==> src/rtl/pwm_pkg.sv <==
// Shared servo-PWM definitions used by both the pulse generator and the angle decoder,
// so both ends agree on the 500/2500 us pulse-width-to-angle mapping.
package pwm_pkg;

  typedef enum logic [1:0] {
    WAIT_RISE = 2'd0,
    HIGH      = 2'd1,
    LOW       = 2'd2
  } pwm_state_e;

  localparam int unsigned CLK_HZ_DEF  = 50_000_000;
  localparam int unsigned ANGLE_MAX   = 180;
  localparam int unsigned DEG_DIV_DEF = 556;

  localparam int unsigned WCNT_W  = 18;
  localparam int unsigned TCNT_W  = 21;
  localparam int unsigned DEG_W   = 8;
  localparam int unsigned ANGLE_W = 9;

  function automatic int unsigned offset_cyc(input int unsigned clk_hz);
    return clk_hz / 2000;
  endfunction

  function automatic int unsigned min_cyc(input int unsigned clk_hz);
    return clk_hz / 2500;
  endfunction

  function automatic int unsigned max_cyc(input int unsigned clk_hz);
    return clk_hz * 13 / 5000;
  endfunction

  function automatic int unsigned timeout_cyc(input int unsigned clk_hz);
    return clk_hz / 40;
  endfunction

endpackage

==> src/rtl/pwm_edge_sync.sv <==
// Two-flop synchronizer for the asynchronous servo pin, plus a delay flop
// that yields single-cycle rise/fall pulses.
module pwm_edge_sync (
  input  logic sclk,
  input  logic rst,
  input  logic pin_i,
  output logic rise_o,
  output logic fall_o
);

  logic s1_q;
  logic s2_q;
  logic s3_q;

  // Flops reset high so a line already high at reset release is not seen as
  // a rise; the first partial pulse is then dropped by the decoder.
  always_ff @(posedge sclk or posedge rst) begin
    if (rst) begin
      s1_q <= 1'b1;
      s2_q <= 1'b1;
      s3_q <= 1'b1;
    end else begin
      // NOTE: non-blocking so each flop samples its predecessor's old value.
      s1_q <= pin_i;
      s2_q <= s1_q;
      s3_q <= s2_q;
    end
  end

  assign rise_o = s2_q & ~s3_q;
  assign fall_o = ~s2_q & s3_q;

endmodule

==> src/rtl/pwm_angle_decoder.sv <==
// Servo pulse capture: measures the high width of each pulse and converts it to
// 0-180 degrees without a divider; flags malformed pulses and loss of signal.
module pwm_angle_decoder
  import pwm_pkg::*;
#(
  parameter int unsigned CLK_HZ      = CLK_HZ_DEF,
  parameter int unsigned OFFSET_CYC  = offset_cyc(CLK_HZ),
  parameter int unsigned DEG_DIV     = DEG_DIV_DEF,
  parameter int unsigned MIN_CYC     = min_cyc(CLK_HZ),
  parameter int unsigned MAX_CYC     = max_cyc(CLK_HZ),
  parameter int unsigned TIMEOUT_CYC = timeout_cyc(CLK_HZ)
) (
  input  logic               sclk,
  input  logic               rst,
  input  logic               pwm_in,
  output logic [ANGLE_W-1:0] angle,
  output logic               angle_valid,
  output logic               pulse_err,
  output logic               sig_lost
);

  localparam logic [WCNT_W-1:0] OFFSET_W   = WCNT_W'(OFFSET_CYC);
  localparam logic [WCNT_W-1:0] MIN_W      = WCNT_W'(MIN_CYC);
  localparam logic [WCNT_W-1:0] MAX_W      = WCNT_W'(MAX_CYC);
  localparam logic [WCNT_W-1:0] W_SAT      = WCNT_W'(MAX_CYC + 1);
  localparam logic [WCNT_W-1:0] HALF_W     = WCNT_W'(DEG_DIV / 2);
  localparam logic [WCNT_W-1:0] DIV_LAST_W = WCNT_W'(DEG_DIV - 1);
  localparam logic [TCNT_W-1:0] TIMEOUT_W  = TCNT_W'(TIMEOUT_CYC);
  localparam logic [DEG_W-1:0]  DEG_MAX    = DEG_W'(ANGLE_MAX);

  logic rise;
  logic fall;

  pwm_state_e          state_q, state_d;
  logic [WCNT_W-1:0]   wcnt_q, wcnt_d;
  logic [WCNT_W-1:0]   presc_q, presc_d;
  logic [DEG_W-1:0]    deg_q, deg_d;
  logic [TCNT_W-1:0]   tcnt_q, tcnt_d;
  logic [ANGLE_W-1:0]  angle_q, angle_d;
  logic                valid_q, valid_d;
  logic                err_q, err_d;

  pwm_edge_sync u_edge_sync (
    .sclk   (sclk),
    .rst    (rst),
    .pin_i  (pwm_in),
    .rise_o (rise),
    .fall_o (fall)
  );

  always_ff @(posedge sclk or posedge rst) begin
    if (rst) begin
      state_q <= WAIT_RISE;
    end else begin
      state_q <= state_d;
    end
  end

  always_comb begin
    // NOTE: default first so every path assigns state_d and no latch is inferred.
    state_d = state_q;
    case (state_q)
      WAIT_RISE: if (rise) state_d = HIGH;
      HIGH:      if (fall) state_d = LOW;
      LOW:       if (rise) state_d = HIGH;
      default:   state_d = WAIT_RISE;
    endcase
  end

  // Width counter counts the rise cycle itself, so W equals the high time.
  // The prescaler starts at DEG_DIV/2 on reaching OFFSET, rounding to nearest.
  always_comb begin
    wcnt_d  = wcnt_q;
    presc_d = presc_q;
    deg_d   = deg_q;
    if (rise) begin
      wcnt_d  = WCNT_W'(1);
      presc_d = '0;
      deg_d   = '0;
    end else if (state_q == HIGH && wcnt_q != W_SAT) begin
      wcnt_d = wcnt_q + 1'b1;
    end

    if (state_d == HIGH && wcnt_d >= OFFSET_W) begin
      if (wcnt_d == OFFSET_W) begin
        presc_d = HALF_W;
      end else if (presc_q == DIV_LAST_W) begin
        presc_d = '0;
        if (deg_q != DEG_MAX) deg_d = deg_q + 1'b1;
      end else begin
        presc_d = presc_q + 1'b1;
      end
    end

    if (rise) begin
      tcnt_d = '0;
    end else if (tcnt_q != TIMEOUT_W) begin
      tcnt_d = tcnt_q + 1'b1;
    end else begin
      tcnt_d = tcnt_q;
    end
  end

  always_comb begin
    valid_d = 1'b0;
    err_d   = 1'b0;
    angle_d = angle_q;
    if (state_q == HIGH && fall) begin
      if (wcnt_q < MIN_W || wcnt_q > MAX_W) begin
        err_d = 1'b1;
      end else begin
        valid_d = 1'b1;
        angle_d = (wcnt_q < OFFSET_W) ? '0 : {1'b0, deg_q};
      end
    end
  end

  always_ff @(posedge sclk or posedge rst) begin
    if (rst) begin
      wcnt_q  <= '0;
      presc_q <= '0;
      deg_q   <= '0;
      tcnt_q  <= '0;
      angle_q <= '0;
      valid_q <= 1'b0;
      err_q   <= 1'b0;
    end else begin
      wcnt_q  <= wcnt_d;
      presc_q <= presc_d;
      deg_q   <= deg_d;
      tcnt_q  <= tcnt_d;
      angle_q <= angle_d;
      valid_q <= valid_d;
      err_q   <= err_d;
    end
  end

  assign angle       = angle_q;
  assign angle_valid = valid_q;
  assign pulse_err   = err_q;
  assign sig_lost    = (tcnt_q == TIMEOUT_W);

endmodule

==> config.mk <==
export PLATFORM = sky130hd
export DESIGN_NAME = pwm_angle_decoder
export DESIGN_NICKNAME = d
export VERILOG_FILES = /design/src/rtl/pwm_pkg.sv /design/src/rtl/pwm_edge_sync.sv /design/src/rtl/pwm_angle_decoder.sv
export SDC_FILE = /design/constraint.sdc
export NUM_CORES = 1
export LEC_CHECK = 0
export CORE_MARGIN = 2
export CORE_UTILIZATION = 40
export CTS_CLUSTER_SIZE = 12
export DETAILED_ROUTE_END_ITERATION = 8
export REMOVE_ABC_BUFFERS = 1
export SYNTH_ARGS = -nofsm -noshare
export SYNTH_HDL_FRONTEND = slang
export SYNTH_SLANG_ARGS = --single-unit
==> constraint.sdc <==
create_clock -name sclk -period 5.8 [get_ports sclk]
set_input_delay 0.58 -clock sclk [delete_from_list [all_inputs] [get_ports sclk]]
set_output_delay 0.58 -clock sclk [all_outputs]
set_load 0.03 [all_outputs]
-- Yosys cells after proc, flatten, opt, wreduce, memory -nomap -nowiden
Cells that the tools add are included.
- input port bits: 3
- flip-flop bits (word level): 81
- word-level logic and storage cells: 63
- bitwise logic cells: 5
- reductions and logical operators: 9
- equal/unequal tests: 9
- add/subtract/negate cells: 4
- mux-type cells: 21
- magnitude comparators: 4
- operator list (cell ; count):
    2-to-1 mux 18 bit ; 6
    2-to-1 mux 8 bit ; 6
    2-to-1 mux 21 bit ; 2
    adder 18 x 1 -> 18 bit (second input constant) ; 2
    < comparator 18 x 15 -> 1 bit (second input constant) ; 2
    adder 21 x 1 -> 21 bit (second input constant) ; 1
    equality test 21 bit (second input constant) ; 1
    != test 21 bit (second input constant) ; 1
    equality test 18 x 10 -> 1 bit (second input constant) ; 1
    equality test 18 x 15 -> 1 bit (second input constant) ; 1
    >= comparator 18 x 15 -> 1 bit (second input constant) ; 1
    > comparator 18 x 17 -> 1 bit (second input constant) ; 1
    != test 18 x 17 -> 1 bit (second input constant) ; 1
    adder 8 x 1 -> 8 bit (second input constant) ; 1
    != test 8 bit (second input constant) ; 1
    equality test 2 x 1 -> 1 bit (second input constant) ; 2
    2-to-1 mux 1 bit ; 4
    2-to-1 mux 2 bit ; 2
    one-hot mux 2 bit (2 select lines) ; 1
    nonzero test 2 bit ; 2
    logical AND 1 bit ; 3
    NOT 1 bit ; 3
    AND 1 bit ; 2
    equality test 2 bit (second input constant) ; 1
    4 further kinds ; 4

-- Depth between registers and ports, before layout
Gate-level depths: netlist (run 1).
- word-level depth: 7
- mapped depth: 13
- gate-level depth less buffers: 10

-- Cells and area by module
A second synthesis (run 1) with hierarchy kept.
- cell total of the unflattened synthesis: 549
- area, all modules: 4754.6 um2
- by module, submodules not included (module ; cells an instance ; seq. area each (um2) ; times used ; area an instance (um2)):
    pwm_angle_decoder ; 543 ; 1926.8 ; 1 ; 4657.0
    pwm_edge_sync ; 6 ; 78.8 ; 1 ; 97.6

-- Worst setup path before layout (run 1)
Ideal clock, no wire load.
- path kind: reg-to-reg
- start: register wcnt_q[2]
- end: register deg_q[1]
- period minus slack after synthesis: 3.218 ns
- arrival: 3.093 ns
- library setup time: 0.125 ns
- stages on the path, launching flop included: 12
- data required time: 5.675 ns
- slack: 2.582 ns
- path through: dfrtp_1 -> or4b_1 -> or4_4 -> o21ai_4 -> mux2i_1 -> nor3b_1 -> or4b_1 -> a21o_1 -> buf_6 -> and3_4 -> buf_6 -> mux2_4
- word-level cells in the longest chain between the ends: 7
- elaborated cells between the ends (all ways): 10
- classes of those cells: add/sub: 1; order compare: 1; eq/ne: 2; mux: 4; reduce/logical: 2
- RTL lines (what ; RTL line ; text):
    from (decl) ; pwm_angle_decoder.sv:35 ; logic [WCNT_W-1:0] wcnt_q, wcnt_d;
    from (signal assigned) ; pwm_angle_decoder.sv:128 ; wcnt_q <= wcnt_d;
    branches (longest 2 deep; another with adder 18 x 1 -> 18 bit) ; n/a ;
    2-to-1 mux 18 bit * ; pwm_angle_decoder.sv:80 ; end else if (state_q == HIGH && wcnt_q != W_SAT) begin
    2-to-1 mux 18 bit * ; pwm_angle_decoder.sv:76 ; if (rise) begin
    >= comparator 18 x 15 -> 1 bit or equality test 18 x 15 -> 1 bit (tied branches) ; pwm_angle_decoder.sv:84, pwm_angle_decoder.sv:85 ;
    logical AND 1 bit or 2-to-1 mux 8 bit (tied branches) ; pwm_angle_decoder.sv:84, pwm_angle_decoder.sv:85 ;
    2-to-1 mux 8 bit * ; pwm_angle_decoder.sv:84 ; if (state_d == HIGH && wcnt_d >= OFFSET_W) begin
    via deg_d[1] ; pwm_angle_decoder.sv:37 ; logic [DEG_W-1:0] deg_q, deg_d;
    to (signal assigned) ; pwm_angle_decoder.sv:130 ; deg_q <= deg_d;
    to (decl) ; pwm_angle_decoder.sv:37 ;
Mark *: on every way through the listed nets, which the timed path passes.
A chain may end at the register's enable or synchronous reset.

-- Worst setup path after layout (run 1)
- start: register wcnt_q[0]
- end: register presc_q[12]
- word-level cells in the longest chain between the ends: 7
- elaborated cells between the ends (all ways): 11
- classes of those cells: add/sub: 1; order compare: 1; eq/ne: 2; mux: 4; reduce/logical: 3
- RTL lines (what ; RTL line ; text):
    branches (longest 2 deep; another with adder 18 x 1 -> 18 bit) ; n/a ;
    2-to-1 mux 18 bit * ; pwm_angle_decoder.sv:80 ;
    2-to-1 mux 18 bit * ; pwm_angle_decoder.sv:76 ;
    >= comparator 18 x 15 -> 1 bit or equality test 18 x 15 -> 1 bit (tied branches) ; pwm_angle_decoder.sv:84, pwm_angle_decoder.sv:85 ;
    logical AND 1 bit or 2-to-1 mux 18 bit (tied branches) ; pwm_angle_decoder.sv:84, pwm_angle_decoder.sv:85 ;
    2-to-1 mux 18 bit or nonzero test 2 bit (tied branches) ; n/a ;
    to (signal assigned) ; pwm_angle_decoder.sv:129 ; presc_q <= presc_d;
    to (decl) ; pwm_angle_decoder.sv:36 ; logic [WCNT_W-1:0] presc_q, presc_d;
Every way passes the cells marked *.

==> impl_results.md, run 1 <==
* CTS resizes at 0
* Hold_sp: u_edge_sync.s1_q
* Wirelength per Cell at between 10 and 15 um
* Clock Skew at 0.007080 ns
* Commonest cells after routing, fill and taps aside: 77 x dfrtp_1, 59 x nor2_1, 52 x nand2_1
* Initial Util at 0.4052
* Period utilisation layout at 0.6602
* Fmax at 0.2611 GHz
* Max-cap violations at 0
* Total core area at approximately 0.011 mm^2
* Final wirelength at 9851 um
* Hold_buf cts at 0
* CP endpoint kind: flip-flop
* Htree depth at 3
* Routed via count at 3,788
* Clock-pin transition on the worst setup and hold timing paths at 0.06 ns
* IO Pins at 15
* Fill count at 1,116
* Ranking of synthesized cells by area: dfrtp_1 42%, nand3_1 5.3%, nor2_1 4.8%
* Post-synthesis sequential area ratio at 0.4373
* First-pass GRT wire length at 17,440 um
* Sum Neg Setup Slack at 0 ns
* Syn Inst Count at 524
* Post-route ant nets at 0
* CTS tree: done
* CTS max path bufs at 2
* DRT Pass-1 Iters at 5
* Reg2Reg Setup Slack at 1.97 ns
* Hold Crit Endpoint: u_edge_sync.s2_q
* Number of buffers created by CTS at 9
* Commonest non-fill, non-tap cell in the layout: dfrtp_1
* Worst hold path type: flip-flop to flip-flop
* Site Rows at 39
* Net Sw Frac at 0.2671
* Distinct cell type count after synthesis at 59
* EDFF count, synth at 0
* Sequential Power Share at 0.436
* Static leakage at approximately 2.2 nW
* Largest net degree at the start of global routing at 81
* Relative slew slack at 0.1752
* Setup bufs post-CTS at 0
* Syn avg cell area at roughly 8.8 um^2
* Clk_lat worst skew at 0.35 ns
* Combinational Power Share at 0.119
* # setup viols final at 0
* Diode count at 0
* CP max stage delay at 0.69 ns
* Int Pwr at 1.060 mW
* Critical Path AT at 4.04 ns
* Ys Warns at 0
* DRT iter0 DRCs at 341
* Reg2Reg Depth at 10
* Die area at 0.01234 mm^2
* Worst VDD drop at between 0.15 and 0.2 mV
* CP Class: flip-flop to flip-flop
* Vias per cell at 5.629
* CP Max Fanout at 26
* FF-to-FF End: presc_q[12]
* Gr usage total at 0.1723
* Hold Crit Depth at 0
* Switching Power at 0.3861 mW
* Vias in the first global route at approximately 3,500
* Count of pins over their slew limit at 0
* Worst EP required at 6.01 ns
* Clock share of power at 0.445
* Worst-Margin Slew at 1.226 ns
* Layout Utilization at 0.4549
* Post-detail-place hpwl at 6719 um
* Top_reg_cell synth: dfrtp_1
* Post-route DRC at 0
* CTS Root Buffer Type: clkbuf_16
* Share of layout cells above drive strength 1 at 0.06415
* #FFs+latches synth at 80
* Synth-to-layout area growth at 12.27%
* RR Startpoint: wcnt_q[0]
* Mapped Area at 0.004587 mm^2
* Setup crit start kind: flip-flop
* Antenna violations before repair at 0
* Yosys top cell area share at 0.4201
* Critical path cell sequence: ha_1, nand4b_1, nor4_1, a211oi_1, a41oi_1, o21ai_0, a21oi_1, a21o_1, nand2_1, o311ai_0
* Final #Nets at 536
* PortBufs at 13
* Largest area contributor in the netlist: dfrtp_1
* Chip Width at 111.1 um
* Status: finished clean
* Min Tclk post-route at 3.829 ns
* Power density cells at 280.8 mW/mm^2
* Dpl cells at 657
* Overflow after GRT at 0
* GP Congestion at 0.8762
* Layout Cells excl Fill at 673
* RSZ-0062 raised after global routing: no
* Hold Vio Cnt, Final at 0
* Slowest cell on the critical path: nor4_1
* Num Clock Sinks at 80
* Post-synth ARST share at 1.000
* Die Y at 111.1 um
-- metal layers --
metal	track usage	share of wire	up-vias
li1	-	-	1861
met1	0.2452	0.49	1839
met2	0.2552	0.45	73
met3	0.04319	0.041	15
met4	0.06255	0.019	0
met5	0	0	-
-- metrics by stage --
step / power [mW] / setup slack [ns] / hold slack, ns / instance area (um^2)
after floorplan: 0.7613 / 1.727 / 0.3452 / 4458
after global placement: 0.8089 / 2.119 / 0.3481 / 4811
after detailed placement: 0.8114 / 1.986 / 0.3472 / 4811
after CTS: 1.473 / 1.950 / 0.3563 / 5150
after global routing: 1.525 / 1.439 / 0.3588 / 5150
final: 1.446 / 1.971 / 0.3552 / 5150
-- synthesized netlist by cell type (5+ instances only) --
cell and count:
and3_1 15, nor3_1 11, dfrtp_1 77, or3_1 9
or4_1 6, xnor2_1 17, ha_1 8, nand3_1 49
nor2b_1 6, nand2b_1 5, nor3b_1 5, a21oi_1 19
clkbuf_1 16, buf_2 6, o21ai_0 28, mux2i_1 10
nand4_1 9, nor2_1 59, nand2_1 52, xor2_1 14
inv_1 22, nor4_1 9
-- worst max-delay path by stage --
stage / startpoint / end / slack (ns) / cells after the start
after floorplan: u_edge_sync.s2_q / deg_q[1] / 1.73 / 7
after global placement: wcnt_q[5] / deg_q[1] / 2.12 / 9
after detailed placement: wcnt_q[0] / presc_q[12] / 1.99 / 10
after CTS: wcnt_q[0] / presc_q[12] / 1.95 / 10
after global routing: wcnt_q[0] / presc_q[12] / 1.44 / 10
final: wcnt_q[0] / presc_q[12] / 1.97 / 10
-- flip-flops by register name (all words and copies together) (netlist names), 2 cells and up --
signal	flops
angle	8
deg_q	8
presc_q	18
state_q	2
tcnt_q	21
wcnt_q	18
-- final cells by class --
type                       count  area [um^2]  share of cell area
clock buffer                  11        252.7             0.04908
clock inverter                 5        86.33             0.01676
inverter                      22        83.83             0.01628
multi-input combinational    395         2382              0.4626
sequential                    80         2006              0.3895
tap                          143        178.9             0.03474
timing repair buffer          17        160.2             0.03110
-- power by group through the flow --
stage               Clock [mW]  Combinational (mW)  Sequential, mW
detailed placement           0               0.173           0.639
floorplan                    0               0.130           0.631
CTS                      0.669               0.175           0.629
finish                   0.644               0.172           0.630
global placement             0               0.172           0.637
global route             0.692               0.197           0.636
-- cells by family after synthesis --
kind of cell,share of synthesized area
XOR/XNOR,0.05919
adder cells (fa/ha/maj),0.02182
buffers and inverters,0.04610
flip-flops,0.4373
multiplexers,0.02510
AND/OR/NAND/NOR,0.2812
other,0.0008175
AO/OA/AOI/OAI,0.1285
-- critical path: cells and delay by family, from the launching register on --
family | cells | cell delay (ns)
and+or+nand+nor | 3 | 1.25
adders and majority gates | 1 | 0.23
DFF | 1 | 0.42
AOI/OAI and AO/OA | 6 | 1.78
Power figures use the tool's default switching activity.
==> run 2, diff against run 1 <==
==> constraint.sdc (replaced) <==
create_clock -name sclk -period 3.55 [get_ports sclk]
set_input_delay 0.355 -clock sclk [delete_from_list [all_inputs] [get_ports sclk]]
set_output_delay 0.355 -clock sclk [all_outputs]
set_load 0.03 [all_outputs]
==> run 2 against run 1 <==
Design area up 1.7%. Count of clock-buffer cells in the layout down 2. Die area unchanged. Hold slack better by 0.0065 ns. Core utilization up 0.75 points. Cell count up 1.6%. Via count about the same. Setup slack worse by 1.8 ns. Fmax up 13%. Wire length up 5.3%. Sequential power up 63%.
==> impl_results.md, run 2 (synthesis results as in run 1) <==
* Status: finished clean
* Diode count at 0
* Clk_lat worst skew at 0.34 ns
* Switching Power at 0.6170 mW
* Combinational Power Share at 0.121
* Fill count at about 1,100
* Num Clock Sinks at 80
* CP bufs+invs at 1
* Max-cap violations at 0
* Final wirelength at 10,380 um
* Antenna violations before repair at 0
* Wirelength per Cell at around 15 um
* Critical path cell sequence: or4b_1, or4_4, o21ai_4, mux2i_1, nor3b_1, or4b_1, a21o_1, buf_4, nand2_1, o311ai_0
* CTS Root Buffer Type: clkbuf_16
* Static leakage at 2.252 nW
* Largest net degree at the start of global routing at 47
* Routed via count at 3,791
* RSZ-0062 raised after global routing: yes
* Net Sw Frac at 0.2598
* Power density cells at 453.6 mW/mm^2
* Post-route ant nets at 0
* Site Rows at 39
* Slowest cell on the critical path: or4b_1
* Count of pins over their slew limit at 0
* First-pass GRT wire length at 18,610 um
* Fmax at 0.2951 GHz
* Total core area at 0.01132 mm^2
* CP endpoint kind: flip-flop
* Hold_ws at 0.3617 ns
* Post-route DRC at 0
* Top reg by flops: tcnt_q
* DRT iter0 DRCs at approximately 320
* CTS tree: done
* Worst VDD drop at 0.4269 mV
* Post-route cell area at about 0.0052 mm^2
* CP Max Fanout at 12
* Worst hold path type: flip-flop to flip-flop
* Final #Nets at 548
* IO Pins at 15
* Worst-Margin Slew at 0.8057 ns
* Number of buffers created by CTS at 9
* Dpl cells at around 670
* CTS max path bufs at 2
* CP top delay family: simple AND/OR/NAND/NOR gates
* Commonest non-fill, non-tap cell in the layout: dfrtp_1
* Setup bufs post-CTS at 0
* Setup crit start kind: flip-flop
* Synth-to-layout area growth at 14.13%
* Hold_buf cts at 0
* Multi-input gate area at 0.002382 mm^2
* Die Y at 111.1 um
* Top Registers: tcnt_q (21), presc_q (18), wcnt_q (18)
* CP max stage delay at 0.53 ns
* Gr usage total at 0.1838
* GP Congestion at 0.8264
* CTS resizes at 0
* Register Area at 0.002006 mm^2
* Vias in the first global route at just under 4,000
* Critical Path AT at roughly 3.6 ns
* CP startpoint: wcnt_q[3]
* PortBufs at 13
* Sequential Power Share at 0.436
* Clock Skew at slightly below 0.008 ns
* Commonest cells after routing, fill and taps aside: 77 x dfrtp_1, 59 x nor2_1, 52 x nand2_1
* Clock-pin transition on the worst setup and hold timing paths at ~0.060 ns
* # setup viols final at 0
* Htree depth at 3
* Period utilisation layout at 0.9547
* Area post-placement at 0.004901 mm^2
* Hold Vio Cnt, Final at 0
* Overflow after GRT at 0
* Clock share of power at 0.443
* Post-detail-place hpwl at 7373 um
* Die area at between 0.01 and 0.015 mm^2
* Vias per cell at about 5.5
* Layout Cells excl Fill at around 680
* CP Class: flip-flop to flip-flop
* Relative slew slack at 0.4622
* Max FFs per register at 21
* Worst EP required at roughly 3.7 ns
* Most Frequent Cell on Critical Path: or4b_1
* Int Pwr at 1.758 mW
* Initial Util at 0.4052
* RR Startpoint: wcnt_q[3]
* Share of layout cells above drive strength 1 at 0.08318
* Chip Width at 111.1 um
* DRT Pass-1 Iters at 4
* Hold_sp: u_edge_sync.s1_q
* Min Tclk post-route at 3.389 ns
==> run 2: path summary, 6_finish.rpt <==
kind	end	depth (start not counted)	slack [ns]
worst max-delay path	presc_q[12]	10	0.16
worst min-delay path	u_edge_sync.s2_q	0	0.36
worst max register to register	presc_q[12]	10	0.16
worst min register to register	u_edge_sync.s2_q	0	0.36
max in group asynchronous	presc_q[13]	3	2.29
min in group asynchronous	tcnt_q[11]	2	0.46
==> run 2: per-stage QoR <==
step | power [mW] | util | worst slack, ns | setup TNS [ns]
floorplan | 1.244 | - | -0.5230 | -7.094
global placement | 1.325 | 0.4329 | 0.2968 | 0
finish | 2.375 | 0.4624 | 0.1610 | 0
detailed placement | 1.337 | 0.4329 | 0.2093 | 0
CTS | 2.402 | 0.4624 | 0.1893 | 0
global route | 2.491 | 0.4624 | -0.002421 | -0.002421
==> run 2: per-layer routing <==
| metal | part of all wire | track usage |
|---|---|---|
| met1 | 0.47 | 0.2320 |
| met2 | 0.48 | 0.2994 |
| met3 | 0.028 | 0.05413 |
| met4 | 0.023 | 0.06831 |
| met5 | 0 | 0 |
==> run 2: area by class of cell <==
| cell class | instances | share of cell area |
|---|---|---|
| clock buffer | 9 | 0.04302 |
| clock inverter | 6 | 0.02079 |
| inverter | 22 | 0.01601 |
| multi-input combinational | 395 | 0.4551 |
| sequential | 80 | 0.3831 |
| tap | 143 | 0.03418 |
| timing repair buffer | 29 | 0.04780 |
==> run 2: power by group through the flow <==
stage	Combinational (mW)	Clock (mW)	Sequential, mW
after floorplan	0.213	0	1.03
after global placement	0.280	0	1.04
after detailed placement	0.290	0	1.05
after CTS	0.290	1.08	1.03
after global routing	0.324	1.12	1.04
final	0.288	1.05	1.03
